**config.mk**
```make
export PLATFORM = sky130hd
export DESIGN_NAME = noc_axis_flit_packetizer
export DESIGN_NICKNAME = d
export VERILOG_FILES = /design/src/rtl/noc_axis_flit_packetizer.sv
export SDC_FILE = /design/constraint.sdc
export NUM_CORES = 1
export LEC_CHECK = 0
export ABC_AREA = 1
export ABC_CLOCK_PERIOD_IN_PS = 2600
export CAP_MARGIN = 20
export CORE_MARGIN = 2
export CORE_UTILIZATION = 40
export DETAILED_ROUTE_END_ITERATION = 8
export PLACE_DENSITY = 0.76
export SYNTH_ARGS = -nofsm -noshare
export SYNTH_HDL_FRONTEND = slang
export SYNTH_SLANG_ARGS = --single-unit
```
**constraint.sdc**
```tcl
create_clock -name clk -period 2.6 [get_ports clk]
set_clock_uncertainty 0.2 [all_clocks]
set_input_delay 0.52 -clock clk [delete_from_list [all_inputs] [get_ports clk]]
set_output_delay 0.52 -clock clk [all_outputs]
set_load 0.005 [all_outputs]
```
**src/rtl/noc_axis_flit_packetizer.sv**
```systemverilog
// AXI4-Stream to NoC flit packetizer: header/body/tail flits with per-VC credit flow control.
// Optional statistics counters are compiled in with `define NOC_PACKETIZER_STATS_EN.
module noc_axis_flit_packetizer #(
  parameter int unsigned FLIT_WIDTH                = 64,
  parameter int unsigned FLIT_TYPE_WIDTH           = 2,
  parameter int unsigned BROADCAST_WIDTH           = 1,
  parameter int unsigned VIRTUAL_CHANNEL_ID_WIDTH  = 2,
  parameter int unsigned NUMBEROF_VIRTUAL_CHANNELS = 4,
  parameter int unsigned NUMBEROF_VIRTUAL_NETWORKS = 4,
  parameter int unsigned VIRTUAL_NETWORK_ID_WIDTH  = 2,
  parameter int unsigned TDEST_WIDTH               = 16,
  parameter int unsigned BUFFER_DEPTH              = 4
) (
  input  logic                                 clk,
  input  logic                                 rst,
  input  logic                                 s_axis_tvalid,
  output logic                                 s_axis_tready,
  input  logic [FLIT_WIDTH-1:0]                s_axis_tdata,
  input  logic                                 s_axis_tlast,
  input  logic [TDEST_WIDTH-1:0]               s_axis_tdest,
  input  logic [VIRTUAL_NETWORK_ID_WIDTH-1:0]  s_axis_tid,
  input  logic [BROADCAST_WIDTH-1:0]           s_axis_tuser,
  output logic [FLIT_WIDTH-1:0]                flit_o,
  output logic [FLIT_TYPE_WIDTH-1:0]           flit_type_o,
  output logic [BROADCAST_WIDTH-1:0]           broadcast_o,
  output logic [VIRTUAL_CHANNEL_ID_WIDTH-1:0]  vc_id_o,
  output logic                                 flit_valid_o,
  input  logic [NUMBEROF_VIRTUAL_CHANNELS-1:0] credit_i,
  output logic                                 credit_overflow_o
`ifdef NOC_PACKETIZER_STATS_EN
  ,
  output logic [31:0]                          stat_packets_o,
  output logic [31:0]                          stat_flits_o
`endif
);

  localparam int unsigned CreditWidth = $clog2(BUFFER_DEPTH + 1);
  localparam int unsigned VcWidth     = VIRTUAL_CHANNEL_ID_WIDTH;
  localparam logic [CreditWidth-1:0]     CreditMax = CreditWidth'(BUFFER_DEPTH);
  localparam logic [FLIT_TYPE_WIDTH-1:0] TypeHead  = FLIT_TYPE_WIDTH'(0);
  localparam logic [FLIT_TYPE_WIDTH-1:0] TypeBody  = FLIT_TYPE_WIDTH'(1);
  localparam logic [FLIT_TYPE_WIDTH-1:0] TypeTail  = FLIT_TYPE_WIDTH'(2);

  typedef enum logic [0:0] {StIdle, StBody} state_e;

  function automatic logic [VcWidth-1:0] vc_of(input logic [VIRTUAL_NETWORK_ID_WIDTH-1:0] vn);
    return VcWidth'(32'(vn) % NUMBEROF_VIRTUAL_CHANNELS);
  endfunction

  state_e                       state_q;
  logic [FLIT_WIDTH-1:0]        flit_q;
  logic [FLIT_TYPE_WIDTH-1:0]   type_q;
  logic [BROADCAST_WIDTH-1:0]   bcast_q;
  logic [VcWidth-1:0]           vc_q;
  logic                         valid_q;
  logic [CreditWidth-1:0]       credit_q [NUMBEROF_VIRTUAL_CHANNELS];
  logic [CreditWidth-1:0]       credit_d [NUMBEROF_VIRTUAL_CHANNELS];
  logic                         overflow_q, overflow_d;

  logic [VcWidth-1:0]    tid_vc;
  logic [VcWidth-1:0]    emit_vc;
  logic                  hdr_go, beat_go, emit;
  logic [FLIT_WIDTH-1:0] header;

  assign tid_vc = vc_of(s_axis_tid);

  always_comb begin
    s_axis_tready = (state_q == StBody) && (credit_q[vc_q] != '0);
    hdr_go        = (state_q == StIdle) && s_axis_tvalid && (credit_q[tid_vc] != '0);
    beat_go       = s_axis_tvalid && s_axis_tready;
    emit          = hdr_go || beat_go;
    emit_vc       = hdr_go ? tid_vc : vc_q;
    header        = '0;
    header[TDEST_WIDTH-1:0]                          = s_axis_tdest;
    header[TDEST_WIDTH +: VIRTUAL_NETWORK_ID_WIDTH]  = s_axis_tid;
  end

  // The VC is latched with the header; mid-packet tid/tuser changes are ignored.
  always_ff @(posedge clk) begin
    if (rst) begin
      state_q <= StIdle;
      flit_q  <= '0;
      type_q  <= '0;
      bcast_q <= '0;
      vc_q    <= '0;
      valid_q <= 1'b0;
    end else begin
      valid_q <= 1'b0;
      unique case (state_q)
        StIdle: begin
          if (hdr_go) begin
            flit_q  <= header;
            type_q  <= TypeHead;
            vc_q    <= tid_vc;
            bcast_q <= s_axis_tuser;
            valid_q <= 1'b1;
            state_q <= StBody;
          end
        end
        StBody: begin
          if (beat_go) begin
            flit_q  <= s_axis_tdata;
            type_q  <= s_axis_tlast ? TypeTail : TypeBody;
            valid_q <= 1'b1;
            if (s_axis_tlast) begin
              state_q <= StIdle;
            end
          end
        end
        default: state_q <= StIdle;
      endcase
    end
  end

  // Emission and return in one cycle cancel; a return at full credit saturates and flags.
  always_comb begin
    overflow_d = overflow_q;
    for (int v = 0; v < int'(NUMBEROF_VIRTUAL_CHANNELS); v++) begin
      credit_d[v] = credit_q[v];
      if (credit_i[v] && !(emit && (emit_vc == VcWidth'(v)))) begin
        if (credit_q[v] == CreditMax) begin
          overflow_d = 1'b1;
        end else begin
          credit_d[v] = credit_q[v] + 1'b1;
        end
      end else if (!credit_i[v] && emit && (emit_vc == VcWidth'(v))) begin
        credit_d[v] = credit_q[v] - 1'b1;
      end
    end
  end

  always_ff @(posedge clk) begin
    if (rst) begin
      for (int v = 0; v < int'(NUMBEROF_VIRTUAL_CHANNELS); v++) begin
        credit_q[v] <= CreditMax;
      end
      overflow_q <= 1'b0;
    end else begin
      for (int v = 0; v < int'(NUMBEROF_VIRTUAL_CHANNELS); v++) begin
        credit_q[v] <= credit_d[v];
      end
      overflow_q <= overflow_d;
    end
  end

  assign flit_o            = flit_q;
  assign flit_type_o       = type_q;
  assign broadcast_o       = bcast_q;
  assign vc_id_o           = vc_q;
  assign flit_valid_o      = valid_q;
  assign credit_overflow_o = overflow_q;

`ifdef NOC_PACKETIZER_STATS_EN
  logic [31:0] stat_packets_q, stat_flits_q;

  always_ff @(posedge clk) begin
    if (rst) begin
      stat_packets_q <= '0;
      stat_flits_q   <= '0;
    end else if (valid_q) begin
      stat_flits_q <= stat_flits_q + 32'd1;
      if (type_q == TypeTail) begin
        stat_packets_q <= stat_packets_q + 32'd1;
      end
    end
  end

  assign stat_packets_o = stat_packets_q;
  assign stat_flits_o   = stat_flits_q;
`endif

endmodule
```
==> impl_metrics.py <==
metrics = {
    "synth": {
        "synth_top_area_share_pct": 44.09,
        "ys.flop_type": "dfxtp_1",
        "syn_nets": 595,
        "synth_cell_type_count": 32,
        "ys_ff_latch": 86,
        "ys_warn_count": 0,
        "synth_edf_count": 0,
        "synth_top_area_cell": "dfxtp_1",
        "synth_cells": 500,
        "synthTopCellsByCount": "112 x nand2_1, 86 x dfxtp_1, 72 x nand3_1, 53 x a21oi_1, 22 x nor2_1",
        "ys_seq_area_share_pct": 44.09,
        "netlist_area_sq_um": 3905,
        "synth_area_leaders": "dfxtp_1 44%, nand2_1 11%, nand3_1 9.2%",
        "avgSynthCellArea_sq_um": 7.810,
        "synth.most_common_cell": "nand2_1",
        "synth_async_sr_flop_share_pct": 0,
    },
    "final_layout": {
        "regArea_sq_um": 1723,
        "final_nets": 762,
        "multi_input_area_sq_um": 1908,
        "antenna_cells": 0,
        "final_cell_area_sq_um": 5947,
        "drive_above_1_share_pct": 13.56,
        "syn_to_final_growth_pct": 52.29,
        "layout.cells.non_filler": 804,
        "nFillCells": 902,
    },
    "routing": {
        "drcViolationCount": 0,
        "drt-wirelength-per-cell_microns": 14.37,
        "route.vias.total": 4007,
        "antenna_left": 0,
        "drt-initial-drc-count": 143,
        "wirelength_microns": 11550,
        "vias_per_cell": 4.984,
        "firstDrtPassIters": 4,
    },
    "timing": {
        "setup_viol": 0,
        "tightest_slew_ns": 0.6869,
        "relSlewSlack_pct": 54.21,
        "period_minus_slack_ns": 2.519,
        "hold_ws_ns": 0.2654,
        "finalHoldViolCount": 0,
        "period_share_pct": 96.89,
        "maxSlewViolCount": 0,
        "timing.fmax_mhz": 397.0,
    },
    "floorplanning": {
        "die_height_microns": 102.8,
        "rows": 36,
        "die_w_microns": 102.8,
        "dieArea_sq_um": 10570,
        "io_pins": 163,
        "placeableCoreArea_sq_um": 9639,
        "start_util_pct": 40.51,
    },
    "grt": {
        "grt_max_degree": 66,
        "grt_first_pass_wirelength_microns": 18080,
        "grt_pass1_vias": 3941,
        "antenna_found_initial": 0,
        "overflow": 0,
        "track_usage_pct": 21.48,
    },
    "critical_path": {
        "end_kind": "flop",
        "cp_max_fo": 5,
        "cp_cell_sequence": "clkdlybuf4s50_1 -> buf_4 -> nand3_4 -> nand4_1 -> nand2_8 -> nor2_8 -> nand2_4 -> nand2_1 -> fa_2 -> inv_2 -> nand4_1 -> nand3_1 -> nand3_1",
        "cp_top_family": "simple AND/OR/NAND/NOR gates",
        "slowest_delay_ns": 0.42,
        "critPathLaunchType": "input port",
        "r2r_cells": 16,
        "crit_required_ns": 2.62,
        "critPathBufInv": 3,
        "critPathKind": "in -> reg",
        "cp.depth": 13,
        "crit_slowest_cell": "clkdlybuf4s50_1",
        "cp.arrival_ns": 2.54,
    },
    "run_status": {
        "status": "completed",
    },
    "cts": {
        "cts_tree": "yes",
        "numCtsBuffers": 9,
        "ctsHoldBuffers": 0,
        "cts_root_buffer": "clkbuf_8",
        "h-tree-depth": 3,
        "clock_latency_ns": 0.34,
        "clock-sinks": 86,
        "clkTransAtPathRegs_ns": 0.09,
        "clockBufferDepth": 2,
    },
    "place": {
        "hpwl_microns": 8381,
        "place_area_sq_um": 5715,
        "dp_cells": 787,
        "place_congestion": 0.8627,
        "port_buffers": 162,
    },
    "pwr": {
        "power.density_nw_per_um2": 651.6,
        "p_leak_nw": 2.271,
        "ir_drop_v": 0.0003113,
        "p_total_mw": 3.875,
    },
    "min_path": {
        "worstHoldPathType": "reg -> reg",
        "whs_path_depth": 2,
    },
    "run": {
        "cap_violations": 0,
    },
}
==> routing by layer <==
layer | global-route usage [%] | share of wire (%) | up-vias
li1 | - | - | 2011
met1 | 24.30 | 40 | 1837
met2 | 39.12 | 52 | 141
met3 | 5.763 | 6.7 | 18
met4 | 7.186 | 1.8 | 0
met5 | 0 | 0 | -
==> tightest hold or removal path, stage by stage (launching register included) <==
cell,delay [ns]
dfxtp_1,0.32
nand2_1,0.06
a21oi_1,0.05
==> path summary, 6_finish.rpt <==
path	start	to	slack (ns)
setup / recovery	s_axis_tid[1]	credit_q[1][2]	0.08
hold / removal	flit_o[48]	flit_o[48]	0.27
setup reg to reg	credit_q[1][1]	credit_q[2][2]	0.12
hold reg to reg	flit_o[48]	flit_o[48]	0.27
==> cell families after synthesis <==
logic type,Yosys count,share of synthesized area (%)
adders and majority gates,4,2.051
AOI/OAI and AO/OA,98,13.33
and+or+nand+nor,249,33.23
buffers and inverters,63,7.305
DFF,86,44.09
==> sequential cells by signal, summed over array words and instances, names as in the netlist, named ones only <==
name,cells
credit_q,12
state_q,1
broadcast_o,1
flit_o,64
vc_id_o,2
flit_type_o,2
flit_valid_o,1
credit_overflow_o,1
==> area by class of cell <==
cell class,count,share of cell area [%]
repair buffers,188,30.76
clock inverters,5,1.073
clock buffers,10,2.314
flip-flops and latches,86,28.97
multi-input cells,351,32.09
well taps,133,2.798
inverters,31,1.999
==> stage by stage <==
step | setup slack, ns | util (%) | setup TNS (ns)
2_1_floorplan | 0.2417 | - | 0
3_3_place_gp | -0.2597 | 59.29 | -5.253
3_5_place_dp | -0.4159 | 59.29 | -12.02
4_1_cts | 0.01223 | 61.41 | 0
5_1_grt | -0.01062 | 61.70 | -0.01062
6_report | 0.08096 | 61.70 | 0
==> cell usage in the layout, fill, tap and decap left out, drive strengths merged, types with 2 or more instances in the layout <==
cell and n:
o21ai 27, dfxtp 86, nand3 84, a31oi 16, nand3b 3, nand4 6
clkdlybuf4s50 159, fa 4, nand2 124, dlymetal6s2s 2, a21oi 53, inv 32
buf 27, nor2 31, clkinv 2, clkbuf 10
==> repair_timing <==
item,in CTS,in global routing
pin swaps,3,8
buffers inserted,0,2
gates cloned,0,0
gates resized for setup,2,6
endpoints found under the setup margin,3,6
==> power by group <==
part | internal, mW | total (mW) | switching, mW
sequential | 1.46 | 1.59 | 0.128
combinational | 0.607 | 1.31 | 0.705
clock | 0.476 | 0.970 | 0.494
No activity file was read; power rests on OpenSTA's default activity.
